**src/rtl/alu_pkg.sv**
```systemverilog
// Shared definitions for the ALU command sequencer: opcodes, FSM states and
// small opcode classification helpers.
package alu_pkg;

  // ALU opcodes as understood by the combinational ALU.
  localparam logic [2:0] OP_SUM = 3'b000;
  localparam logic [2:0] OP_RES = 3'b001;
  localparam logic [2:0] OP_PRO = 3'b010;
  localparam logic [2:0] OP_DIV = 3'b011;
  localparam logic [2:0] OP_MOD = 3'b100;
  localparam logic [2:0] OP_AND = 3'b101;
  localparam logic [2:0] OP_OR  = 3'b110;
  localparam logic [2:0] OP_XOR = 3'b111;

  // Sequencer states: idle, waiting for the ALU to settle, delivering result.
  typedef enum logic [1:0] {
    REPOSO  = 2'b00,
    ESPERA  = 2'b01,
    ENTREGA = 2'b10
  } estado_t;

  // DIV and MOD are the only operations the ALU cannot do with Dato1 == 0.
  function automatic logic es_division(input logic [2:0] op);
    return (op == OP_DIV) || (op == OP_MOD);
  endfunction

  // Only SUM and RES refresh banderaA; for every other opcode it is stale.
  function automatic logic usa_bandera_a(input logic [2:0] op);
    return (op == OP_SUM) || (op == OP_RES);
  endfunction

endpackage

```
**src/rtl/alu_secuenciador_if.sv**
```systemverilog
// Bundle of the command handshake, the ALU drive/sample bus and the response
// handshake seen by the sequencer.
interface alu_secuenciador_if;

  // Command side
  logic        Cmd_Valido;
  logic        Cmd_Listo;
  logic [2:0]  Cmd_Codigo_OP;
  logic [7:0]  Cmd_Dato0;
  logic [7:0]  Cmd_Dato1;

  // ALU side
  logic [2:0]  Codigo_OP;
  logic [7:0]  Dato0;
  logic [7:0]  Dato1;
  logic [15:0] Resultado;
  logic        banderaA;
  logic        banderaB;

  // Response side
  logic        Rsp_Valido;
  logic        Rsp_Listo;
  logic [15:0] Rsp_Resultado;
  logic        Rsp_BanderaA;
  logic        Rsp_BanderaB;
  logic        Rsp_ErrorDiv;

  // The sequencer itself.
  modport slave (
    input  Cmd_Valido, Cmd_Codigo_OP, Cmd_Dato0, Cmd_Dato1,
    input  Resultado, banderaA, banderaB,
    input  Rsp_Listo,
    output Cmd_Listo,
    output Codigo_OP, Dato0, Dato1,
    output Rsp_Valido, Rsp_Resultado, Rsp_BanderaA, Rsp_BanderaB, Rsp_ErrorDiv
  );

  // The environment: command producer, ALU and response consumer.
  modport master (
    output Cmd_Valido, Cmd_Codigo_OP, Cmd_Dato0, Cmd_Dato1,
    output Resultado, banderaA, banderaB,
    output Rsp_Listo,
    input  Cmd_Listo,
    input  Codigo_OP, Dato0, Dato1,
    input  Rsp_Valido, Rsp_Resultado, Rsp_BanderaA, Rsp_BanderaB, Rsp_ErrorDiv
  );

endinterface

```
**src/rtl/alu_secuenciador.sv**
```systemverilog
// Command-side initiator for the 8-bit combinational ALU. Latches a command,
// drives the ALU from registers, waits CICLOS_ESPERA cycles for it to settle,
// then captures the result and hands it out over a valid/ready response.
// Divide/modulo by zero is answered immediately without consulting the ALU.
module alu_secuenciador
  import alu_pkg::*;
#(
  parameter int CICLOS_ESPERA = 1,   // legal 1..15
  parameter int ANCHO_CONT    = 16
) (
  input  logic                  Reloj,
  input  logic                  Reinicio_n,
  alu_secuenciador_if.slave     bus,
  output logic [ANCHO_CONT-1:0] Num_Ops
);

  // Counter reload value; the capture happens on the edge where it reads 0.
  localparam logic [3:0] CARGA_ESPERA = 4'(CICLOS_ESPERA - 1);

  estado_t               estado_reg;
  logic [3:0]            cont_reg;
  logic [2:0]            cod_op_reg;
  logic [7:0]            dato0_reg;
  logic [7:0]            dato1_reg;
  logic                  rsp_valido_reg;
  logic [15:0]           rsp_resultado_reg;
  logic                  rsp_bandera_a_reg;
  logic                  rsp_bandera_b_reg;
  logic                  rsp_error_div_reg;
  logic [ANCHO_CONT-1:0] num_ops_reg;

  // Sequencer FSM with all outputs registered; ALU operands only change on
  // command acceptance so they stay constant while the ALU settles.
  always_ff @(posedge Reloj or negedge Reinicio_n) begin
    if (!Reinicio_n) begin
      estado_reg        <= REPOSO;
      cont_reg          <= 4'd0;
      cod_op_reg        <= 3'b000;
      dato0_reg         <= 8'd0;
      dato1_reg         <= 8'd0;
      rsp_valido_reg    <= 1'b0;
      rsp_resultado_reg <= 16'd0;
      rsp_bandera_a_reg <= 1'b0;
      rsp_bandera_b_reg <= 1'b0;
      rsp_error_div_reg <= 1'b0;
      num_ops_reg       <= '0;
    end else begin
      case (estado_reg)
        REPOSO: begin
          if (bus.Cmd_Valido) begin
            cod_op_reg <= bus.Cmd_Codigo_OP;
            dato0_reg  <= bus.Cmd_Dato0;
            dato1_reg  <= bus.Cmd_Dato1;
            if (es_division(bus.Cmd_Codigo_OP) && (bus.Cmd_Dato1 == 8'd0)) begin
              // The ALU result would be meaningless: answer with an error now.
              rsp_resultado_reg <= 16'd0;
              rsp_bandera_a_reg <= 1'b0;
              rsp_bandera_b_reg <= 1'b0;
              rsp_error_div_reg <= 1'b1;
              rsp_valido_reg    <= 1'b1;
              estado_reg        <= ENTREGA;
            end else begin
              cont_reg   <= CARGA_ESPERA;
              estado_reg <= ESPERA;
            end
          end
        end

        ESPERA: begin
          if (cont_reg == 4'd0) begin
            rsp_resultado_reg <= bus.Resultado;
            rsp_bandera_a_reg <= bus.banderaA & usa_bandera_a(cod_op_reg);
            rsp_bandera_b_reg <= bus.banderaB;
            rsp_error_div_reg <= 1'b0;
            rsp_valido_reg    <= 1'b1;
            estado_reg        <= ENTREGA;
          end else begin
            cont_reg <= cont_reg - 4'd1;
          end
        end

        ENTREGA: begin
          // Response payload is left as-is after the handshake.
          if (bus.Rsp_Listo) begin
            rsp_valido_reg <= 1'b0;
            num_ops_reg    <= num_ops_reg + ANCHO_CONT'(1);
            estado_reg     <= REPOSO;
          end
        end

        default: begin
          estado_reg <= REPOSO;
        end
      endcase
    end
  end

  // Ready is a pure function of the state so a busy sequencer never
  // swallows a command.
  assign bus.Cmd_Listo     = (estado_reg == REPOSO);

  assign bus.Codigo_OP     = cod_op_reg;
  assign bus.Dato0         = dato0_reg;
  assign bus.Dato1         = dato1_reg;

  assign bus.Rsp_Valido    = rsp_valido_reg;
  assign bus.Rsp_Resultado = rsp_resultado_reg;
  assign bus.Rsp_BanderaA  = rsp_bandera_a_reg;
  assign bus.Rsp_BanderaB  = rsp_bandera_b_reg;
  assign bus.Rsp_ErrorDiv  = rsp_error_div_reg;

  assign Num_Ops           = num_ops_reg;

endmodule

```
**src/flat_wrapper.sv**
```systemverilog
// flat-port wrapper written by rule: the top's interface ports become plain ports
module alu_secuenciador_flat import alu_pkg::*;
#(
  parameter int CICLOS_ESPERA = 1,                 
  parameter int ANCHO_CONT    = 16
)
  (Reloj, Reinicio_n, Num_Ops, bus_Cmd_Valido, bus_Cmd_Codigo_OP, bus_Cmd_Dato0, bus_Cmd_Dato1, bus_Resultado, bus_banderaA, bus_banderaB, bus_Rsp_Listo, bus_Cmd_Listo, bus_Codigo_OP, bus_Dato0, bus_Dato1, bus_Rsp_Valido, bus_Rsp_Resultado, bus_Rsp_BanderaA, bus_Rsp_BanderaB, bus_Rsp_ErrorDiv);
  alu_secuenciador_if bus_i ();
  input  logic Reloj;
  input  logic Reinicio_n;
  output logic [ANCHO_CONT-1:0] Num_Ops;
  input wire logic [$bits(bus_i.Cmd_Valido)-1:0] bus_Cmd_Valido;
  input wire logic [$bits(bus_i.Cmd_Codigo_OP)-1:0] bus_Cmd_Codigo_OP;
  input wire logic [$bits(bus_i.Cmd_Dato0)-1:0] bus_Cmd_Dato0;
  input wire logic [$bits(bus_i.Cmd_Dato1)-1:0] bus_Cmd_Dato1;
  input wire logic [$bits(bus_i.Resultado)-1:0] bus_Resultado;
  input wire logic [$bits(bus_i.banderaA)-1:0] bus_banderaA;
  input wire logic [$bits(bus_i.banderaB)-1:0] bus_banderaB;
  input wire logic [$bits(bus_i.Rsp_Listo)-1:0] bus_Rsp_Listo;
  output wire logic [$bits(bus_i.Cmd_Listo)-1:0] bus_Cmd_Listo;
  output wire logic [$bits(bus_i.Codigo_OP)-1:0] bus_Codigo_OP;
  output wire logic [$bits(bus_i.Dato0)-1:0] bus_Dato0;
  output wire logic [$bits(bus_i.Dato1)-1:0] bus_Dato1;
  output wire logic [$bits(bus_i.Rsp_Valido)-1:0] bus_Rsp_Valido;
  output wire logic [$bits(bus_i.Rsp_Resultado)-1:0] bus_Rsp_Resultado;
  output wire logic [$bits(bus_i.Rsp_BanderaA)-1:0] bus_Rsp_BanderaA;
  output wire logic [$bits(bus_i.Rsp_BanderaB)-1:0] bus_Rsp_BanderaB;
  output wire logic [$bits(bus_i.Rsp_ErrorDiv)-1:0] bus_Rsp_ErrorDiv;
  assign bus_i.Cmd_Valido = bus_Cmd_Valido;
  assign bus_i.Cmd_Codigo_OP = bus_Cmd_Codigo_OP;
  assign bus_i.Cmd_Dato0 = bus_Cmd_Dato0;
  assign bus_i.Cmd_Dato1 = bus_Cmd_Dato1;
  assign bus_i.Resultado = bus_Resultado;
  assign bus_i.banderaA = bus_banderaA;
  assign bus_i.banderaB = bus_banderaB;
  assign bus_i.Rsp_Listo = bus_Rsp_Listo;
  assign bus_Cmd_Listo = bus_i.Cmd_Listo;
  assign bus_Codigo_OP = bus_i.Codigo_OP;
  assign bus_Dato0 = bus_i.Dato0;
  assign bus_Dato1 = bus_i.Dato1;
  assign bus_Rsp_Valido = bus_i.Rsp_Valido;
  assign bus_Rsp_Resultado = bus_i.Rsp_Resultado;
  assign bus_Rsp_BanderaA = bus_i.Rsp_BanderaA;
  assign bus_Rsp_BanderaB = bus_i.Rsp_BanderaB;
  assign bus_Rsp_ErrorDiv = bus_i.Rsp_ErrorDiv;
  alu_secuenciador #(.CICLOS_ESPERA(CICLOS_ESPERA), .ANCHO_CONT(ANCHO_CONT)) u_core (.Reloj(Reloj), .Reinicio_n(Reinicio_n), .bus(bus_i), .Num_Ops(Num_Ops));
endmodule
```
**config.mk**
```make
export PLATFORM = sky130hd
export DESIGN_NAME = alu_secuenciador_flat
export DESIGN_NICKNAME = d
export VERILOG_FILES = /design/src/rtl/alu_pkg.sv /design/src/rtl/alu_secuenciador_if.sv /design/src/rtl/alu_secuenciador.sv /design/src/flat_wrapper.sv
export SDC_FILE = /design/constraint.sdc
export NUM_CORES = 1
export LEC_CHECK = 0
export ABC_CLOCK_PERIOD_IN_PS = 4800
export BUFFER_PORTS_ARGS = -buffer_cell sky130_fd_sc_hd__clkbuf_2
export CORE_UTILIZATION = 40
export CTS_CLUSTER_DIAMETER = 150
export DETAILED_ROUTE_END_ITERATION = 10
export PLACE_DENSITY_LB_ADDON = 0.08
export SLEW_MARGIN = 10
export SYNTH_ARGS = -nofsm -noshare
export SYNTH_HDL_FRONTEND = slang
export SYNTH_SLANG_ARGS = --single-unit
```
**constraint.sdc**
```tcl
create_clock -name Reloj -period 4.8 [get_ports Reloj]
set_input_delay 0.96 -clock Reloj [delete_from_list [all_inputs] [get_ports Reloj]]
set_output_delay 0.96 -clock Reloj [all_outputs]
set_load 0.01 [all_outputs]
```
# Yosys cells after proc, flatten, opt, wreduce, memory -nomap -nowiden
# Cells that the tools add are included.
# word_totals
ff_bits,61
latch_bits,0
ramBits,0
mem_bits_ro,0
input_bits,41
output_inout_bits,56
wordCells,66
n_memories,0
# op_classes
add_sub_neg,2
multipliers,0
div,0
magnitude_cmp,0
eq_ne,11
shift,0
n_mux,26
bitwise_logic,1
reduce_logical,15
# op_table
operator,n
two-way mux 16 bit,3
one-hot mux 16 bit (2 select lines),1
adder 16 x 1 -> 16 bit (second input constant),1
two-way mux 4 bit,3
two-way mux 1 bit,9
zero test 8 bit,1
two-way mux 2 bit,4
inequality test 2 bit (second input constant),4
one-hot mux 4 bit (2 select lines),1
AND reduction 4 bit,2
one-hot mux 1 bit (2 select lines),3
one-hot mux 2 bit (3 select lines),1
AND reduction 5 bit,1
zero test 4 bit,1
inequality test 2 x 1 -> 1 bit (second input constant),2
AND reduction 2 bit,2
subtractor 4 x 1 -> 4 bit (second input constant),1
equality test 3 x 1 -> 1 bit (second input constant),1
equality test 3 x 2 -> 1 bit (second input constant),1
equality test 3 bit (second input constant),1
zero test 3 bit,1
one-hot mux 1 bit (3 select lines),1
AND reduction 3 bit,1
nonzero test 3 bit,1
other kinds (7),8

# Depth between registers and ports, before layout
# Gate-level depths: netlist of run 1.
# logic_depth
ltp_word,6
mapped_depth,7
depth_no_buf,6

# Worst setup path after synthesis of run 1
# Ideal clock, no wire load.
# synth_timing
path_kind,input to register
start,input bus_Cmd_Dato1[1]
end,register u_core.rsp_bandera_a_reg (netlist: u_core.bus.Rsp_BanderaA)
setup_time_ps,122
arrival_time_ps,2231
required_ps,4678
slack_ps,2447
stages,5
n_path_buf,1
path_cell_list,or4_4 > a2111oi_4 > nor2_2 > buf_6 > a32o_1
# synth_between
elab_chain_len,4
# synth_rtl
item,line,text
"start, declared",flat_wrapper.sv:15,input wire logic [$bits(bus_i.Cmd_Dato1)-1:0] bus_Cmd_Dato1;
zero test 8 bit,alu_secuenciador.sv:54,if (es_division(bus.Cmd_Codigo_OP) && (bus.Cmd_Dato1 == 8'd0)) begin
logical AND 1 bit,alu_secuenciador.sv:54,
inequality test 2 x 1 -> 1 bit (no source line),n/a,
AND reduction 4 bit (no source line),n/a,
"end signal, assigned",alu_secuenciador.sv:72,rsp_bandera_a_reg <= bus.banderaA & usa_bandera_a(cod_op_reg);
"end, declared",alu_secuenciador.sv:27,logic rsp_bandera_a_reg;
# No other way between the ends.
# A chain may end at the register's enable or synchronous reset.

# Worst setup path after layout of run 1
# layout_timing
start,input bus_Cmd_Valido
end,register u_core.rsp_resultado_reg[4] (netlist: u_core.bus.Rsp_Resultado[4])
# layout_between
elab_chain_len,2
# layout_rtl
item,line,text
"start, declared",flat_wrapper.sv:12,input wire logic [$bits(bus_i.Cmd_Valido)-1:0] bus_Cmd_Valido;
inequality test 2 bit (no source line),n/a,
AND reduction 4 bit (no source line),n/a,
"end signal, assigned",alu_secuenciador.sv:71,rsp_resultado_reg <= bus.Resultado;
"end, declared",alu_secuenciador.sv:26,logic [15:0] rsp_resultado_reg;
# No other way between the ends.

==> impl_metrics.env, run 1 <==
export IMPL_setup_tns_ns=0
export IMPL_worst_r2r_path_depth=4
export IMPL_cts_tree="done"
export IMPL_crit_path_start_kind="input port"
export IMPL_globalRouteOverflowTotal=0
export IMPL_tightest_slew_ns=0.880
export IMPL_ys_warn_count=0
export IMPL_portBuffers=96
export IMPL_period_minus_slack_ns=2.56
export IMPL_cp_max_fo=20
export IMPL_rows=28
export IMPL_layout_commonest_cell="clkbuf_2"
export IMPL_vias=1857
export IMPL_avgViaCountPerCell=4.97
export IMPL_worstPathRequired_ns=5.06
export IMPL_fmax_ghz=0.390
export IMPL_routedWlPerCell_um=13.9
export IMPL_crit_path_end_kind="flip-flop"
export IMPL_ys_seq_area_frac=0.605
export IMPL_grt_pass1_wl_mm=8.27
export IMPL_setup_violations_final=0
export IMPL_ys_types=35
export IMPL_dieWidth_um=81.4
export IMPL_drcViolationCount=0
export IMPL_path_clk_slew_ns=0.07
export IMPL_layout_drive_gt1_share=0.438
export IMPL_synth_seq_cells=61
export IMPL_irDropWorstVdd_v=0.000306
export IMPL_drt_wl_total_mm=5.21
export IMPL_powerDensity_nw_per_um2=612
export IMPL_cts_buffers=9
export IMPL_postSynth_asyncResetShare=1.00
export IMPL_post_route_period_util=0.534
export IMPL_areaGrowthSynthToFinish_pct=31.2
export IMPL_max_slew_margin=0.413
export IMPL_dr_pass1_iters=4
export IMPL_fin_util=0.552
export IMPL_initial_utilization=0.421
export IMPL_diodes=0
export IMPL_die_area_um2=6620
export IMPL_fillCellCount=532
export IMPL_die_y_um=81.4
export IMPL_cts_root_buf="clkbuf_8"
export IMPL_cts_sinks=61
export IMPL_antenna_left=0
export IMPL_final_nets=338
export IMPL_hpwl_mm=3.83
export IMPL_crit_type="in -> reg"
export IMPL_timing_final_hold_violations=0
export IMPL_track_usage=0.171
export IMPL_htree_levels=3
export IMPL_hp_class="reg -> reg"
export IMPL_grt_antenna_before_repair=0
export IMPL_coreArea_um2=5990
export IMPL_leakage_uw=0.00171
export IMPL_drt_iter0_drc=51
export IMPL_finalMaxSlewViolations=0
export IMPL_synth_area_per_cell_um2=13.1
export IMPL_grt_max_degree=40
export IMPL_cp_arrival_ns=2.82
export IMPL_skew_ns=0.00763
export IMPL_place_congestion=0.800
export IMPL_rsz0062_at_grt="no"
export IMPL_syn_nets=236
export IMPL_clock_latency_ns=0.33
export IMPL_synth_edf_count=0
export IMPL_synthFlopType="dfrtp_1"
export IMPL_syn_inst=192
export IMPL_grt_pass1_vias=1769
export IMPL_mostFrequentLayoutCells="clkbuf_2, dfrtp_1, a22o_1"
export IMPL_postCtsSetupBuffers=0
export IMPL_ctsHoldBuffers=0
export IMPL_cts_resized_gates=0
export IMPL_ios=97
export IMPL_status="finished, final reports clean"
export IMPL_netlist_area_um2=2520
export IMPL_clockBufferDepth=2
export IMPL_drv_cap=0
export IMPL_whs_path_depth=1
## where the power goes
group / internal [µW] / leakage [µW] / switching, µW
clock network: 348 / 0.000126 / 193
logic: 321 / 0.000812 / 335
registers: 704 / 0.000768 / 122
total: 1370 / 0.00171 / 649
## layout make-up
| class | count | area (µm²) | share of cell area |
|---|---|---|---|
| clock buffer | 13 | 179 | 0.0541 |
| clock inverter | 3 | 65.1 | 0.0197 |
| inverter | 6 | 22.5 | 0.00681 |
| timing repair buffer | 98 | 495 | 0.150 |
| multi-input combinational | 118 | 926 | 0.280 |
| tap | 75 | 93.8 | 0.0284 |
| sequential | 61 | 1530 | 0.461 |
## synth_stat cells, drive strengths merged (6+ instances only)
cell	count	area, µm²
o21ai	6	30.0
dfrtp	61	1530
inv	6	22.5
mux2	19	214
xnor2	12	105
a22o	18	158
nand2	11	41.3
nand3	7	35.0
buf	6	42.5
nor2	11	43.8
## per-stage QoR
step	instances	hold slack (ns)	power [µW]	instance area, µm²	worst slack [ns]
finish	374	0.468	2020	3310	2.24
global route	374	0.509	2160	3310	2.03
detailed placement	358	0.467	1500	3060	1.84
global placement	358	0.463	1490	3060	1.84
floorplan	192	0.491	1240	2520	2.45
CTS	374	0.476	2050	3310	2.18
## worst max-delay path, stage by stage
cell,delay [ns]
clkbuf_2,0.09
or3b_1,0.73
a2111oi_4,0.13
nor2_2,0.67
a22o_1,0.23
## path summary, 6_finish.rpt
path                                            from                           to  slack (ns)
worst max register to register  u_core.estado_reg[1]      u_core.bus.Rsp_BanderaA        2.47
max in group asynchronous                 Reinicio_n      u_core.bus.Codigo_OP[2]        3.29
min in group asynchronous                 Reinicio_n            u_core.Num_Ops[5]        0.61
worst min-delay path              u_core.Num_Ops[15]           u_core.Num_Ops[15]        0.47
worst min register to register    u_core.Num_Ops[15]           u_core.Num_Ops[15]        0.47
worst max-delay path                  bus_Cmd_Valido  u_core.bus.Rsp_Resultado[4]        2.24
## logic make-up (layout without fill, tap and decap cells)
group	after synthesis	in the layout	synth area share
XOR/XNOR	15	15	0.0521
AND/OR/NAND/NOR	50	50	0.107
buffers and inverters	13	120	0.0273
AO/OA/AOI/OAI	31	31	0.108
multiplexers	19	19	0.0849
adder cells (fa/ha/maj)	3	3	0.0149
flip-flops	61	61	0.605
## layer usage
metal / vias up / wire (µm) / GRT usage
met5: - / 0 / 0
met4: 0 / 88 / 0.0964
met3: 8 / 342 / 0.0584
met2: 61 / 2440 / 0.258
met1: 898 / 2340 / 0.212
li1: 890 / - / -
No activity file was read; power rests on OpenSTA's default activity.
==> inputs of run 2 (changes only) <==
--- a/config.mk
+++ b/config.mk
@@ -5,7 +5,8 @@
 export SDC_FILE = /design/constraint.sdc
 export NUM_CORES = 1
 export LEC_CHECK = 0
-export ABC_CLOCK_PERIOD_IN_PS = 4800
+export ABC_AREA = 1
+export ABC_CLOCK_PERIOD_IN_PS = 2400
 export BUFFER_PORTS_ARGS = -buffer_cell sky130_fd_sc_hd__clkbuf_2
 export CORE_UTILIZATION = 40
 export CTS_CLUSTER_DIAMETER = 150
==> constraint.sdc (replaced) <==
create_clock -name Reloj -period 2.4 [get_ports Reloj]
set_input_delay 0.48 -clock Reloj [delete_from_list [all_inputs] [get_ports Reloj]]
set_output_delay 0.48 -clock Reloj [all_outputs]
set_load 0.01 [all_outputs]
==> run 2 against run 1 <==
Effect of this change: hold slack worse by 0.33 ns; area after synthesis is 4.8% higher; synthesized cell count is 44% higher; critical endpoint is now bus_Cmd_Listo; clock power rose by 76%; largest power group unchanged; critical path type is now reg -> out; routed wire length up 6.1%.
==> impl_metrics.env, run 2 <==
export IMPL_clockBufferDepth=2
export IMPL_synth_seq_cells=61
export IMPL_syn_inst=277
export IMPL_synth_simple_area_share=0.223
export IMPL_irDropWorstVdd_v=0.000764
export IMPL_period_minus_slack_ns=1.72
export IMPL_powerDensity_nw_per_um2=1210
export IMPL_clock_latency_ns=0.33
export IMPL_drcViolationCount=0
export IMPL_postSynth_asyncResetShare=1.00
export IMPL_postCtsSetupBuffers=0
export IMPL_hp_class="in -> async"
export IMPL_die_area_um2=6940
export IMPL_skew_ns=0.00610
export IMPL_yosys_top_cells_area="dfrtp_1, nand2_1, mux2_2"
export IMPL_hpwl_mm=4.02
export IMPL_setup_tns_ns=0
export IMPL_cts_buffers=9
export IMPL_drt_iter0_drc=68
export IMPL_layout_commonest_cell="clkbuf_2"
export IMPL_dr_pass1_iters=4
export IMPL_worstPathRequired_ns=1.92
export IMPL_whs_ns=0.139
export IMPL_synth_compound_area_share=0.0289
export IMPL_fmax_ghz=0.581
export IMPL_synthAdderAreaFrac=0.0142
export IMPL_crit_type="reg -> out"
export IMPL_yosysMostFrequentCell="nand2_1"
export IMPL_vias=2142
export IMPL_yosys_area_top_type="dfrtp_1"
export IMPL_setup_violations_final=0
export IMPL_rsz0062_at_grt="no"
export IMPL_tightest_slew_ns=0.604
export IMPL_crit_path_end_kind="output port"
export IMPL_synth_xor_area_frac=0.0431
export IMPL_ys_seq_area_frac=0.578
export IMPL_place_congestion=0.727
export IMPL_cts_sinks=61
export IMPL_layout_drive_gt1_share=0.350
export IMPL_path_clk_slew_ns=0.07
export IMPL_portBuffers=96
export IMPL_timing_final_hold_violations=0
export IMPL_initial_utilization=0.416
export IMPL_rows=29
export IMPL_mostFrequentLayoutCells="clkbuf_2, nand2_1, dfrtp_1"
export IMPL_track_usage=0.178
export IMPL_routedWlPerCell_um=11.9
export IMPL_synth_common_cells="nand2_1, dfrtp_1, nand3_1"
export IMPL_cts_resized_gates=0
export IMPL_cts_root_buf="clkbuf_8"
export IMPL_areaGrowthSynthToFinish_pct=29.9
export IMPL_status="finished, final reports clean"
export IMPL_grt_max_degree=41
export IMPL_avgViaCountPerCell=4.63
export IMPL_ys_types=23
export IMPL_coreArea_um2=6350
export IMPL_grt_antenna_before_repair=0
export IMPL_htree_levels=3
export IMPL_diodes=0
export IMPL_dieWidth_um=83.3
export IMPL_grt_pass1_vias=2069
export IMPL_die_y_um=83.3
export IMPL_cts_tree="done"
export IMPL_cp_max_fo=5
export IMPL_final_nets=425
export IMPL_globalRouteOverflowTotal=0
export IMPL_finalMaxSlewViolations=0
export IMPL_crit_path_start_kind="flip-flop"
export IMPL_synth_edf_count=0
export IMPL_netlist_area_um2=2640
export IMPL_synth_top_family_by_area="simple AND/OR/NAND/NOR gates"
export IMPL_grt_pass1_wl_mm=9.66
export IMPL_synthFlopType="dfrtp_1"
export IMPL_syn_nets=321
export IMPL_leakage_uw=0.00189
export IMPL_drv_cap=0
export IMPL_cp_arrival_ns=1.24
export IMPL_post_route_period_util=0.717
export IMPL_worst_r2r_path_depth=6
export IMPL_drt_wl_total_mm=5.53
export IMPL_ios=97
export IMPL_yosys_area_top_type_share=0.578
export IMPL_antenna_left=0
export IMPL_ctsHoldBuffers=0
export IMPL_max_slew_margin=0.597
export IMPL_synth_area_per_cell_um2=9.54
export IMPL_ys_warn_count=0
export IMPL_synth_mux_area_frac=0.0682
run 2: worst paths after layout:
| check | startpoint | endpoint | slack (ns) |
|---|---|---|---|
| min in group Reloj | bus_banderaB | u_core.bus.Rsp_BanderaB | 0.37 |
| hold / removal | Reinicio_n | u_core.bus.Dato0[6] | 0.14 |
| hold reg to reg | u_core.bus.Rsp_Resultado[14] | u_core.bus.Rsp_Resultado[14] | 0.47 |
| max in group asynchronous | Reinicio_n | u_core.bus.Rsp_Resultado[6] | 1.64 |
| setup reg to reg | u_core.estado_reg[0] | u_core.bus.Rsp_Resultado[15] | 0.70 |
| setup / recovery | u_core.estado_reg[0] | bus_Cmd_Listo | 0.68 |
run 2: cell type report:
cell class | instances | area [µm²]
Clock buffer | 12 | 165
Sequential cell | 61 | 1530
Inverter | 21 | 78.8
Timing Repair Buffer | 100 | 523
Clock inverter | 4 | 45.0
Tap cell | 77 | 96.3
Fill cell | 586 | 2920
Multi-Input combinational cell | 188 | 997
run 2: logic make-up (layout without fill, tap and decap cells):
group | after synthesis | in the layout
mux | 16 | 16
simple gates | 142 | 142
buf+inv | 28 | 137
fa+ha+maj | 3 | 3
compound gates | 14 | 14
xor+xnor | 13 | 13
flops | 61 | 61
run 2: metal layers:
metal | share of wire | GRT usage | vias up
li1 | - | - | 1097
met1 | 0.46 | 0.225 | 974
met2 | 0.47 | 0.287 | 60
met3 | 0.043 | 0.0398 | 11
met4 | 0.022 | 0.0893 | 0
met5 | 0 | 0 | -
run 2: stage by stage:
stage,worst slack [ns],area [µm²],util,std cells,total power [µW]
global placement,0.729,3220,0.507,447,3230
finish,0.678,3430,0.540,463,4160
global route,0.479,3430,0.540,463,4500
CTS,0.644,3430,0.540,463,4230
floorplan,0.922,2640,-,277,2650
detailed placement,0.647,3220,0.507,447,3270
run 2: critical path: stages (launching register included):
cell and delay, ns:
dfrtp_1 0.43, nor2_1 0.27, clkbuf_2 0.20
run 2: where the power goes:
part	leakage (µW)	internal, µW	switching [µW]
Sequential	0.000771	1410	230
Combinational	0.00100	654	918
Clock	0.000112	559	391
Total	0.00189	2620	1540
